**src/rtl/wallace_pkg.sv**
```systemverilog
// Shared constants and helpers for the pipelined Wallace-tree multiplier.
// The row-pair struct is declared inside each module so it can follow WIDTH.
package wallace_pkg;

  localparam int MIN_WIDTH = 4;
  localparam int MAX_WIDTH = 32;

  function automatic int prod_w(input int width);
    return 2 * width;
  endfunction

endpackage

```
**src/rtl/wallace_reduce_tree.sv**
```systemverilog
// Combinational partial-product generation (AND array or Baugh-Wooley) and
// Wallace reduction of those rows to a redundant sum/carry pair.
module wallace_reduce_tree
  import wallace_pkg::*;
#(
  parameter int WIDTH = 8
) (
  input  logic [WIDTH-1:0]   a,
  input  logic [WIDTH-1:0]   b,
  input  logic               is_signed,
  output logic [2*WIDTH-1:0] sum,
  output logic [2*WIDTH-1:0] carry
);

  localparam int PW  = prod_w(WIDTH);
  localparam int NPP = WIDTH + 1;

  function automatic int next_rows(input int n);
    return 2 * (n / 3) + n % 3;
  endfunction

  function automatic int rows_at(input int lvl);
    int n;
    n = NPP;
    for (int k = 0; k < lvl; k++) n = next_rows(n);
    return n;
  endfunction

  function automatic int count_levels(input int n0);
    int n;
    int l;
    n = n0;
    l = 0;
    while (n > 2) begin
      n = next_rows(n);
      l++;
    end
    return l;
  endfunction

  localparam int LEVELS = count_levels(NPP);

  logic [PW-1:0] pp [NPP];

  // Signed mode inverts the cross terms that touch exactly one sign bit and
  // adds the constant correction 2^WIDTH + 2^(2*WIDTH-1) as an extra row.
  always_comb begin
    for (int j = 0; j < NPP; j++) pp[j] = '0;
    for (int j = 0; j < WIDTH; j++) begin
      for (int i = 0; i < WIDTH; i++) begin
        pp[j][i+j] = (a[i] & b[j]) ^ (is_signed & ((i == WIDTH-1) != (j == WIDTH-1)));
      end
    end
    pp[WIDTH][WIDTH] = is_signed;
    pp[WIDTH][PW-1]  = is_signed;
  end

  for (genvar l = 0; l < LEVELS; l++) begin : lvl
    localparam int NIN  = rows_at(l);
    localparam int NOUT = rows_at(l + 1);
    localparam int NGRP = NIN / 3;

    logic [PW-1:0] din  [NIN];
    logic [PW-1:0] dout [NOUT];

    if (l == 0) begin : g_src
      for (genvar g = 0; g < NIN; g++) begin : g_row
        assign din[g] = pp[g];
      end
    end else begin : g_src
      for (genvar g = 0; g < NIN; g++) begin : g_row
        assign din[g] = lvl[l-1].dout[g];
      end
    end

    // Each group of three rows becomes one sum row and one carry row;
    // bits shifted past the product width are discarded modulo 2^PW.
    for (genvar g = 0; g < NGRP; g++) begin : g_csa
      logic [PW-1:0] x, y, z;
      assign x = din[3*g];
      assign y = din[3*g+1];
      assign z = din[3*g+2];
      assign dout[2*g]   = x ^ y ^ z;
      assign dout[2*g+1] = ((x & y) | (x & z) | (y & z)) << 1;
    end

    for (genvar g = 0; g < NIN % 3; g++) begin : g_pass
      assign dout[2*NGRP+g] = din[3*NGRP+g];
    end
  end

  assign sum   = lvl[LEVELS-1].dout[0];
  assign carry = lvl[LEVELS-1].dout[1];

endmodule

```
**src/rtl/wallace_mult_pipe.sv**
```systemverilog
// Pipelined WIDTH x WIDTH signed/unsigned multiplier with valid/ready handshakes
// and bubble-collapsing stages: [S0 operands] -> S1 sum/carry rows -> S2 product.
module wallace_mult_pipe
  import wallace_pkg::*;
#(
  parameter int WIDTH  = 8,
  parameter int STAGES = 3
) (
  input  logic               clk,
  input  logic               rst_n,
  input  logic               in_valid,
  output logic               in_ready,
  input  logic [WIDTH-1:0]   a,
  input  logic [WIDTH-1:0]   b,
  input  logic               is_signed,
  output logic               out_valid,
  input  logic               out_ready,
  output logic [2*WIDTH-1:0] result
);

  localparam int PW = prod_w(WIDTH);

  typedef struct packed {
    logic [PW-1:0] sum;
    logic [PW-1:0] carry;
  } rows_t;

  if (STAGES != 2 && STAGES != 3) begin : g_bad_stages
    $fatal(1, "wallace_mult_pipe: STAGES must be 2 or 3");
  end

  if (WIDTH < MIN_WIDTH || WIDTH > MAX_WIDTH) begin : g_bad_width
    $fatal(1, "wallace_mult_pipe: WIDTH out of range 4..32");
  end

  logic             accept_en;
  logic             tree_valid;
  logic [WIDTH-1:0] tree_a;
  logic [WIDTH-1:0] tree_b;
  logic             tree_signed;
  logic [PW-1:0]    tree_sum;
  logic [PW-1:0]    tree_carry;
  rows_t            rows_d;
  rows_t            rows_q;
  logic             v1;
  logic             v2;
  logic [PW-1:0]    res_q;
  logic             ld1;
  logic             ld2;
  logic             out_fire;

  // Each stage loads when it is empty or its successor is moving, so
  // bubbles collapse even while the output is back-pressured.
  assign out_fire = v2 && out_ready;
  assign ld2      = !v2 || out_fire;
  assign ld1      = !v1 || ld2;

  // Holds off acceptance until the first clock edge after reset release.
  always_ff @(posedge clk or negedge rst_n) begin
    if (!rst_n) accept_en <= 1'b0;
    else        accept_en <= 1'b1;
  end

  if (STAGES == 3) begin : g_s0
    logic [WIDTH-1:0] a0;
    logic [WIDTH-1:0] b0;
    logic             s0_signed;
    logic             v0;
    logic             ld0;

    assign ld0      = !v0 || ld1;
    assign in_ready = accept_en && ld0;

    always_ff @(posedge clk or negedge rst_n) begin
      if (!rst_n) begin
        v0        <= 1'b0;
        a0        <= '0;
        b0        <= '0;
        s0_signed <= 1'b0;
      end else if (ld0) begin
        v0        <= in_valid && in_ready;
        a0        <= a;
        b0        <= b;
        s0_signed <= is_signed;
      end
    end

    assign tree_a      = a0;
    assign tree_b      = b0;
    assign tree_signed = s0_signed;
    assign tree_valid  = v0;
  end else begin : g_no_s0
    assign in_ready    = accept_en && ld1;
    assign tree_a      = a;
    assign tree_b      = b;
    assign tree_signed = is_signed;
    assign tree_valid  = in_valid && in_ready;
  end

  wallace_reduce_tree #(
    .WIDTH(WIDTH)
  ) u_tree (
    .a         (tree_a),
    .b         (tree_b),
    .is_signed (tree_signed),
    .sum       (tree_sum),
    .carry     (tree_carry)
  );

  assign rows_d = '{sum: tree_sum, carry: tree_carry};

  always_ff @(posedge clk or negedge rst_n) begin
    if (!rst_n) begin
      v1     <= 1'b0;
      rows_q <= '0;
    end else if (ld1) begin
      v1     <= tree_valid;
      rows_q <= rows_d;
    end
  end

  // Final carry-propagate add of the redundant rows into the product register.
  always_ff @(posedge clk or negedge rst_n) begin
    if (!rst_n) begin
      v2    <= 1'b0;
      res_q <= '0;
    end else if (ld2) begin
      v2    <= v1;
      res_q <= rows_q.sum + rows_q.carry;
    end
  end

  assign out_valid = v2;
  assign result    = res_q;

endmodule
```
**config.mk**
```make
export PLATFORM = sky130hd
export DESIGN_NAME = wallace_mult_pipe
export DESIGN_NICKNAME = d
export VERILOG_FILES = /design/src/rtl/wallace_pkg.sv /design/src/rtl/wallace_reduce_tree.sv /design/src/rtl/wallace_mult_pipe.sv
export SDC_FILE = /design/constraint.sdc
export NUM_CORES = 1
export LEC_CHECK = 0
export CAP_MARGIN = 0
export CORE_ASPECT_RATIO = 0.8
export CORE_UTILIZATION = 45
export DETAILED_ROUTE_END_ITERATION = 10
export DONT_BUFFER_PORTS = 1
export PLACE_DENSITY = 0.71
export SYNTH_ARGS = -nofsm -noshare
export SYNTH_HDL_FRONTEND = slang
export SYNTH_SLANG_ARGS = --single-unit
```
**constraint.sdc**
```tcl
create_clock -name clk -period 3.41 [get_ports clk]
set_input_delay 0.682 -clock clk [delete_from_list [all_inputs] [get_ports clk]]
set_output_delay 0.682 -clock clk [all_outputs]
set_load 0.005 [all_outputs]
```
==> results.md, run 1 <==
* Synth Net Count at 512
* Count of pins over their slew limit at 0
* Total GRT Usage at 19.48%
* TritonCTS buffer count at 9
* Seq/Total Area, Yosys at 35.68%
* Synth Instances at 420
* Fin cells at 562
* Seq pwr share at 34.4%
* Worst path arrival time at 3.41 ns
* Yosys warns at 0
* First-pass GRT wire length at 15570 um
* Rows at 32
* Switch share at 34.08%
* Clk sinks at 64
* Final min period at 3.181 ns
* Starting Density at 46.51%
* Reg-to-Reg Start: g_s0.b0[5]$_DFFE_PN0N_
* Post-DP Area at 4644 um2
* Finished Cell Area at 4952 um2
* GP Congestion at 0.8506
* Die height at 91.33 um
* Global route overflow at 0
* Setup TNS after final layout at 0 ns
* Clock Skew at 0.007003 ns
* Final worst-path cycle share at 93.30%
* DP Worst Slack at 0.2166 ns
* CTS tree: yes
* Vias in the first global route at 3230
* Postcts setup bufs at 0
* Final wirelength at 8535 um
* Power per Cell Area at 673.4 nW/um2
* Core area at 9649 um2
* Initial antenna violation count at 0
* Combinational fraction of design power at 37.0%
* Syn_area_per_cell at 10.69 um2
* Top-area cell type share of the netlist area at 35.68%
* I/O pin count at 39
* Post-CTS Hold Buffers at 0
* Vias per cell at 5.121
* Number of port buffers at 0
* FMAX at 314.3 MHz
* Setup violators final at 0
* Worst-path clk slew at 0.06 ns
* RSZ-0062 raised after global routing: false
* 1st-pass router iterations at 4
* Critical path launch point type: flip-flop
* Cell-internal power at 2.198 mW
* Seq cells post-synth at 64
* Worst path required time at 3.63 ns
* Commonest non-fill, non-tap cell in the layout: dfrtp_1
* Post-CTS Resized at 0
* P&R area growth vs syn at 10.34%
* Crit Reg-Reg Endpoint: rows_q[23]$_DFFE_PN0P_
* Critical path capture point type: flip-flop
* Die Wd at 113.7 um
* Crit-path max FO at 9
* Clk root buf: clkbuf_16
* R2r setup slk at 0.23 ns
* Class of the most critical setup path: flip-flop to flip-flop
* Leakage power at 2.355 nW
* Clock Latency Late Sink at 0.34 ns
* Post-DP HPWL at 6395 um
* Ranking of synthesized cells by area: dfrtp_1, fa_1, mux2_2, ha_1, nand2_1
* Ant diodes at 0
* Peak VDD IR at 0.3486 mV
* Largest net degree at the start of global routing at 65
* Cell Area, Synth at 4488 um2
* ANT nets after route at 0
* Share of post-route cells with drive strength above 1 at 15.96%
* Final setup margin at 0.2286 ns
* Clk buf depth at 2
* Depth of the worst register-to-register path at 8
* H-tree Lvls at 3
* Post-synth top area cell: dfrtp_1
* Worst min path class: input pin to async pin
* Max-cap violations at 0
* Via Count at 2878
* Net Switching at 1.137 mW
* Die area at 10380 um2
* Status: finished clean
* WL/cell at 15.19 um
* DP Cell Count at 547
* Detailed Route Iter0 Violations at 113
* Clock network power share at 28.6%
* Fin nets at 514
* Drt drc at 0
* Yosys cell types at 35
* Most frequent cells in the layout: dfrtp_1, nand2_1, inv_1
* Power Total at 3.335 mW
* Hold Fails Final Rpt at 0
-- power by group through the flow --
stage | Sequential (mW) | Clock [mW] | Combinational, mW
2_1_floorplan | 1.10 | 0 | 1.02
3_3_place_gp | 1.16 | 0 | 1.19
3_5_place_dp | 1.17 | 0 | 1.24
4_1_cts | 1.15 | 0.974 | 1.25
5_1_grt | 1.18 | 0.998 | 1.44
6_report | 1.15 | 0.953 | 1.23
-- stage by stage --
step | utilization (%) | hold WS, ns
final | 51.32 | 0.03825
after CTS | 51.32 | 0.02441
after floorplan | - | 0.3864
after global routing | 51.32 | 0.02402
after detailed placement | 48.13 | 0.3879
after global placement | 48.13 | 0.3881
-- cells in the mapped netlist --
master,count
nand2_1,61
a21o_1,2
o211ai_1,1
mux2_2,40
or3_1,1
or2b_4,1
nand3_1,2
inv_1,43
a21oi_1,15
nand2b_1,4
mux2i_1,1
o22ai_1,2
and3_1,2
o211ai_4,1
a31oi_1,1
ha_1,33
o21ai_0,9
and3_2,1
nand3_4,1
and2_1,34
buf_4,1
conb_1,1
a22oi_1,1
clkbuf_1,11
dfrtp_1,64
xnor2_1,14
buf_2,5
xor2_1,7
o21bai_1,1
nor2b_1,1
nor3_1,4
and4_4,1
nor2_1,15
or2_2,1
fa_1,38
-- how the worst max path moves through the flow --
stage	to	from	cells past startpoint	slack (ns)
floorplan	rows_q[25]$_DFFE_PN0P_	g_s0.s0_signed$_DFFE_PN0N_	10	0.27
global placement	rows_q[23]$_DFFE_PN0P_	g_s0.b0[5]$_DFFE_PN0N_	8	0.24
detailed placement	rows_q[23]$_DFFE_PN0P_	g_s0.b0[5]$_DFFE_PN0N_	8	0.22
CTS	rows_q[23]$_DFFE_PN0P_	g_s0.b0[5]$_DFFE_PN0N_	8	0.21
global route	rows_q[23]$_DFFE_PN0P_	g_s0.b0[0]$_DFFE_PN0N_	8	0.09
finish	rows_q[23]$_DFFE_PN0P_	g_s0.b0[5]$_DFFE_PN0N_	8	0.23
-- worst max-delay path: stages, from the launching register on --
cell and delay [ns]:
dfrtp_1 0.45, and2_1 0.21, fa_1 0.53, inv_1 0.05, fa_1 0.52, inv_1 0.05, fa_1 0.50, fa_1 0.47
mux2_2 0.27
-- registers in the layout, summed over array words and instances (netlist names) --
| register | cells |
|---|---|
| accept_en | 1 |
| g_s0.a0 | 8 |
| g_s0.b0 | 8 |
| g_s0.s0_signed | 1 |
| g_s0.v0 | 1 |
| out_valid | 1 |
| result | 16 |
| rows_q | 27 |
| v1 | 1 |
-- layout make-up --
cell class	instances	area, um2
clock buffers	13	270.3
fillers	880	4697
clock inverters	2	37.54
inverters	43	161.4
flip-flops and latches	64	1602
well taps	136	170.2
multi-input cells	296	2651
repair buffers	8	60.06
-- routing by layer --
metal,track usage (%),part of all wire (%)
met1,24.90,45
met2,32.11,49
met3,5.073,4.5
met4,6.360,1.5
met5,0,0
-- kinds of logic (layout without fill, tap and decap cells) --
kind of cell | count (synthesis) | in the layout | share of synthesized area [%]
AOI/OAI and AO/OA | 33 | 33 | 4.405
xor gates and xnor gates | 21 | 21 | 4.098
adders and majority gates | 71 | 71 | 26.15
buffers and inverters | 60 | 66 | 5.241
DFF | 64 | 64 | 35.68
muxes | 41 | 41 | 10.26
other | 1 | 1 | 0.08356
and+or+nand+nor | 129 | 129 | 14.08
Power figures use the tool's default switching activity.
==> run 2, diff against run 1 <==
- CTS_CLUSTER_SIZE: not set -> 28
- MAX_ROUTING_LAYER: not set -> met4
==> results.md, run 2 (same netlist as run 1, synthesis figures left out) <==
* Max FFs per register at 27
* Largest net degree at the start of global routing at 65
* Clk sinks at 64
* Postcts setup bufs at 0
* 1st-pass router iterations at 4
* Vias per cell at 5.157
* Clk root buf: clkbuf_16
* DP Worst Slack at 0.1753 ns
* Class of the most critical setup path: flip-flop to flip-flop
* Count of pins over their slew limit at 0
* Buf+Inv Stages, Crit Path at 2
* WL met2 at 4137 um
* Leakage power at 2.332 nW
* Setup violators final at 0
* ANT nets after route at 0
* Fin nets at 513
* Most used cell, CP: fa_1
* H-tree Lvls at 3
* Post-DP HPWL at 6433 um
* Number of port buffers at 0
* Critical path capture point type: flip-flop
* Met1 WL at 3762 um
* Post-CTS Resized at 0
* Worst min path class: input pin to async pin
* Die height at 91.33 um
* Crit-path cells: and2_1 > fa_1 > inv_1 > fa_1 > inv_1 > fa_1 > fa_1 > mux2_2
* WL/cell at 14.84 um
* I/O pin count at 39
* Top sig layer: met4
* Global route overflow at 0
* Setup TNS after final layout at 0 ns
* Crit-path max cell delay at 0.52 ns
* FMAX at 311.5 MHz
* Post-DP Area at 4637 um2
* DR WL met3 at 358 um
* Critical path launch point type: flip-flop
* Clk buf depth at 2
* Worst-path clk slew at 0.06 ns
* Vias in the first global route at 3244
* TritonCTS buffer count at 9
* Final setup margin at 0.1995 ns
* Starting Density at 46.51%
* Core area at 9649 um2
* Peak VDD IR at 0.4267 mV
* Final worst-path cycle share at 94.15%
* Finished Cell Area at 4905 um2
* Final min period at 3.211 ns
* Post-CTS Hold Buffers at 0
* RSZ-0062 raised after global routing: false
* P&R area growth vs syn at 9.283%
* Rows at 32
* Crit-path max FO at 9
* CTS tree: yes
* Clock Latency Late Sink at 0.33 ns
* CP delay by family, top: adder cells
* Worst path arrival time at 3.43 ns
* Hold Fails Final Rpt at 0
* Final wirelength at 8340 um
* Detailed Route Iter0 Violations at 87
* Initial antenna violation count at 0
* First-pass GRT wire length at 14990 um
* Via Count at 2898
* Ant diodes at 0
* Drt drc at 0
* Die Wd at 113.7 um
* Clock Skew at 0.007715 ns
* Share of post-route cells with drive strength above 1 at 15.49%
* Most frequent cells in the layout: dfrtp_1, nand2_1, inv_1
* Die area at 10380 um2
* Commonest non-fill, non-tap cell in the layout: dfrtp_1
* Reg with most FFs: rows_q
* Status: finished clean
* Crit-path slowest cell: fa_1
* Worst path required time at 3.63 ns
* Max-cap violations at 0
* Power per Cell Area at 655.1 nW/um2
* GP Congestion at 0.8383
* Total GRT Usage at 19.15%
run 2: cell count changes in the layout (fill, tap and decap cells not counted):
cell | before | now
clkinv_2 | 0 | 2
clkbuf_1 | 1 | 3
clkbuf_8 | 3 | 1
buf_4 | 8 | 7
bufinv_16 | 1 | 0
run 2: per-layer routing:
| layer | track usage, % | vias to the layer above |
|---|---|---|
| li1 | - | 1344 |
| met1 | 23.52 | 1488 |
| met2 | 31.81 | 56 |
| met3 | 4.873 | 10 |
| met4 | 4.276 | 0 |
| met5 | - | - |
run 2: layout make-up:
class	instances	area (um2)
clock buffers	13	250.2
clock inverters	3	17.52
fillers	868	4745
inverters	43	161.4
multi-input cells	296	2651
flip-flops and latches	64	1602
well taps	136	170.2
repair buffers	7	52.55
run 2: metrics by stage:
stage,power [mW],util (%),std cells,hold slack (ns)
after floorplan,2.118,-,420,0.3864
after global placement,2.344,48.06,546,0.3882
after detailed placement,2.418,48.06,546,0.3878
after CTS,3.269,50.83,562,0.03093
after global routing,3.501,50.83,562,0.02915
final,3.213,50.83,562,0.04307
run 2: final timing paths:
check / to / from / slack (ns) / cells past startpoint
max: rows_q[23]$_DFFE_PN0P_ / g_s0.b0[4]$_DFFE_PN0N_ / 0.20 / 8
min: rows_q[17]$_DFFE_PN0P_ / rst_n / 0.04 / 0
max reg2reg: rows_q[23]$_DFFE_PN0P_ / g_s0.b0[4]$_DFFE_PN0N_ / 0.20 / 8
min reg2reg: result[4]$_DFFE_PN0P_ / rows_q[20]$_DFFE_PN0P_ / 0.48 / 2
max in group asynchronous: rows_q[15]$_DFFE_PN0P_ / rst_n / 3.27 / 0
min in group clk: result[4]$_DFFE_PN0P_ / rows_q[20]$_DFFE_PN0P_ / 0.48 / 2
run 2: worst register-to-register path, stage by stage, from the launching register on:
cell,delay (ns)
dfrtp_1,0.48
and2_1,0.22
fa_1,0.50
inv_1,0.05
fa_1,0.52
inv_1,0.05
fa_1,0.50
fa_1,0.50
mux2_2,0.27
run 2: where the power goes:
part           internal (mW)  total [mW]  switching [mW]
Sequential             0.987        1.15           0.161
Clock                  0.509       0.829           0.320
Combinational          0.595        1.24           0.640
==> run 3, diff against run 2 <==
- CORE_UTILIZATION: 45 -> 23
- PLACE_DENSITY: 0.71 -> 0.47
==> results.md, run 3 (same netlist as run 1, synthesis figures left out) <==
* Share of post-route cells with drive strength above 1 at 16.94%
* Rows at 45
* Reg with most FFs: rows_q
* CP Launch Point: g_s0.b0[5]$_DFFE_PN0N_
* Final setup margin at 0.2008 ns
* Hold Fails Final Rpt at 0
* Worst path required time at 3.62 ns
* Crit-path max FO at 9
* Peak VDD IR at 0.2636 mV
* Global route overflow at 0
* Commonest non-fill, non-tap cell in the layout: dfrtp_1
* Leakage power at 2.359 nW
* Seq pwr share at 35.8%
* RSZ-0062 raised after global routing: false
* First-pass GRT wire length at 16370 um
* H-tree Lvls at 3
* Hold WS at 0.05006 ns
* Number of port buffers at 0
* Net Switching at 1.142 mW
* Switch share at 35.59%
* Clock Latency Late Sink at 0.33 ns
* Postcts setup bufs at 0
* Detailed Route Iter0 Violations at 149
* Clk sinks at 64
* Die Wd at 158.2 um
* Vias per cell at 4.113
* DP Worst Slack at 0.1764 ns
* Drt drc at 0
* Via Count at 2834
* Starting Density at 23.58%
* Class of the most critical setup path: flip-flop to flip-flop
* Worst min path class: input pin to async pin
* Filler cells at 2050
* Critical path launch point type: flip-flop
* Max FFs per register at 27
* Worst path arrival time at 3.42 ns
* Clk buf depth at 2
* Post-CTS Resized at 0
* Post-DP HPWL at 7228 um
* Initial antenna violation count at 0
* Final min period at 3.209 ns
* DP Cell Count at 673
* WL/cell at 13.48 um
* Core area at 19030 um2
* Max-cap violations at 0
* Vias in the first global route at 3248
* Final wirelength at 9291 um
* Count of pins over their slew limit at 0
* Clock network power share at 26.0%
* Critical path capture point type: flip-flop
* Worst setup path end: rows_q[23]$_DFFE_PN0P_
* ANT nets after route at 0
* Reg-to-Reg Start: g_s0.b0[5]$_DFFE_PN0N_
* Most frequent cells in the layout: dfrtp_1, nand2_1, inv_1
* Fin cells at 689
* Die area at 20080 um2
* Status: finished clean
* Final worst-path cycle share at 94.11%
* Post-CTS Hold Buffers at 0
* Crit Reg-Reg Endpoint: rows_q[23]$_DFFE_PN0P_
* R2r setup slk at 0.20 ns
* Clock Skew at 0.008926 ns
* Ant diodes at 0
* Multi-input logic area at 2651 um2
* I/O pin count at 39
* TritonCTS buffer count at 9
* Cell-internal power at 2.066 mW
* Power per Cell Area at 629.9 nW/um2
* Combinational fraction of design power at 38.2%
* Fin nets at 518
* GP Congestion at 0.8316
* Reg area at 1602 um2
* Clk root buf: clkbuf_16
* Total GRT Usage at 10.89%
* Depth of the worst register-to-register path at 8
* CTS tree: yes
* 1st-pass router iterations at 4
* P&R area growth vs syn at 13.47%
* Worst-path clk slew at 0.06 ns
* Setup TNS after final layout at 0 ns
* FMAX at 311.6 MHz
* Die height at 126.9 um
* Setup violators final at 0
* Largest net degree at the start of global routing at 65
==> run 3: cell count changes in the layout (fill, tap and decap cells not counted) <==
cell and delta:
clkinv_4 +1, buf_4 +5, clkbuf_1 -2, clkinv_2 +2, clkbuf_8 -1
==> run 3: cell type report <==
cell class | count | share of cell area [%]
tap | 258 | 6.339
timing repair buffer | 12 | 1.769
sequential | 64 | 31.45
inverter | 43 | 3.170
clock inverter | 6 | 0.7125
clock buffer | 10 | 4.496
multi-input combinational | 296 | 52.06
==> run 3: worst min path at each step <==
stage,to,cells after the start
after floorplan,accept_en$_DFF_PN0_,0
after global placement,g_s0.b0[1]$_DFFE_PN0N_,0
after detailed placement,g_s0.b0[0]$_DFFE_PN0N_,0
after CTS,g_s0.b0[0]$_DFFE_PN0N_,0
after global routing,g_s0.b0[0]$_DFFE_PN0N_,0
final,g_s0.b0[1]$_DFFE_PN0N_,0
==> run 3: metal layers <==
metal	routed length, um	vias to the layer above	track usage [%]
li1	-	1353	-
met5	0	-	-
met1	4868	1431	15.16
met2	4030	43	15.92
met4	46	0	2.036
met3	345	7	2.733
==> run 3: power groups by stage <==
stage	Sequential, mW	Clock, mW	Combinational, mW
2_1_floorplan	1.10	0	1.02
3_3_place_gp	1.17	0	1.23
4_1_cts	1.16	0.864	1.25
3_5_place_dp	1.17	0	1.24
5_1_grt	1.18	0.897	1.45
6_report	1.15	0.835	1.22
==> run 3: critical path: stages, from the launching register on <==
cell and delay [ns]:
dfrtp_1 0.47, and2_1 0.22, fa_1 0.54, inv_1 0.06, fa_1 0.53, inv_1 0.05
fa_1 0.50, fa_1 0.47, mux2_2 0.26
==> run 3: stage by stage <==
step / utilization (%) / power [mW] / area (um2)
floorplan: - / 2.118 / 4488
global placement: 25.36 / 2.395 / 4827
detailed placement: 25.36 / 2.414 / 4827
CTS: 26.76 / 3.277 / 5092
global route: 26.76 / 3.537 / 5092
finish: 26.76 / 3.208 / 5092
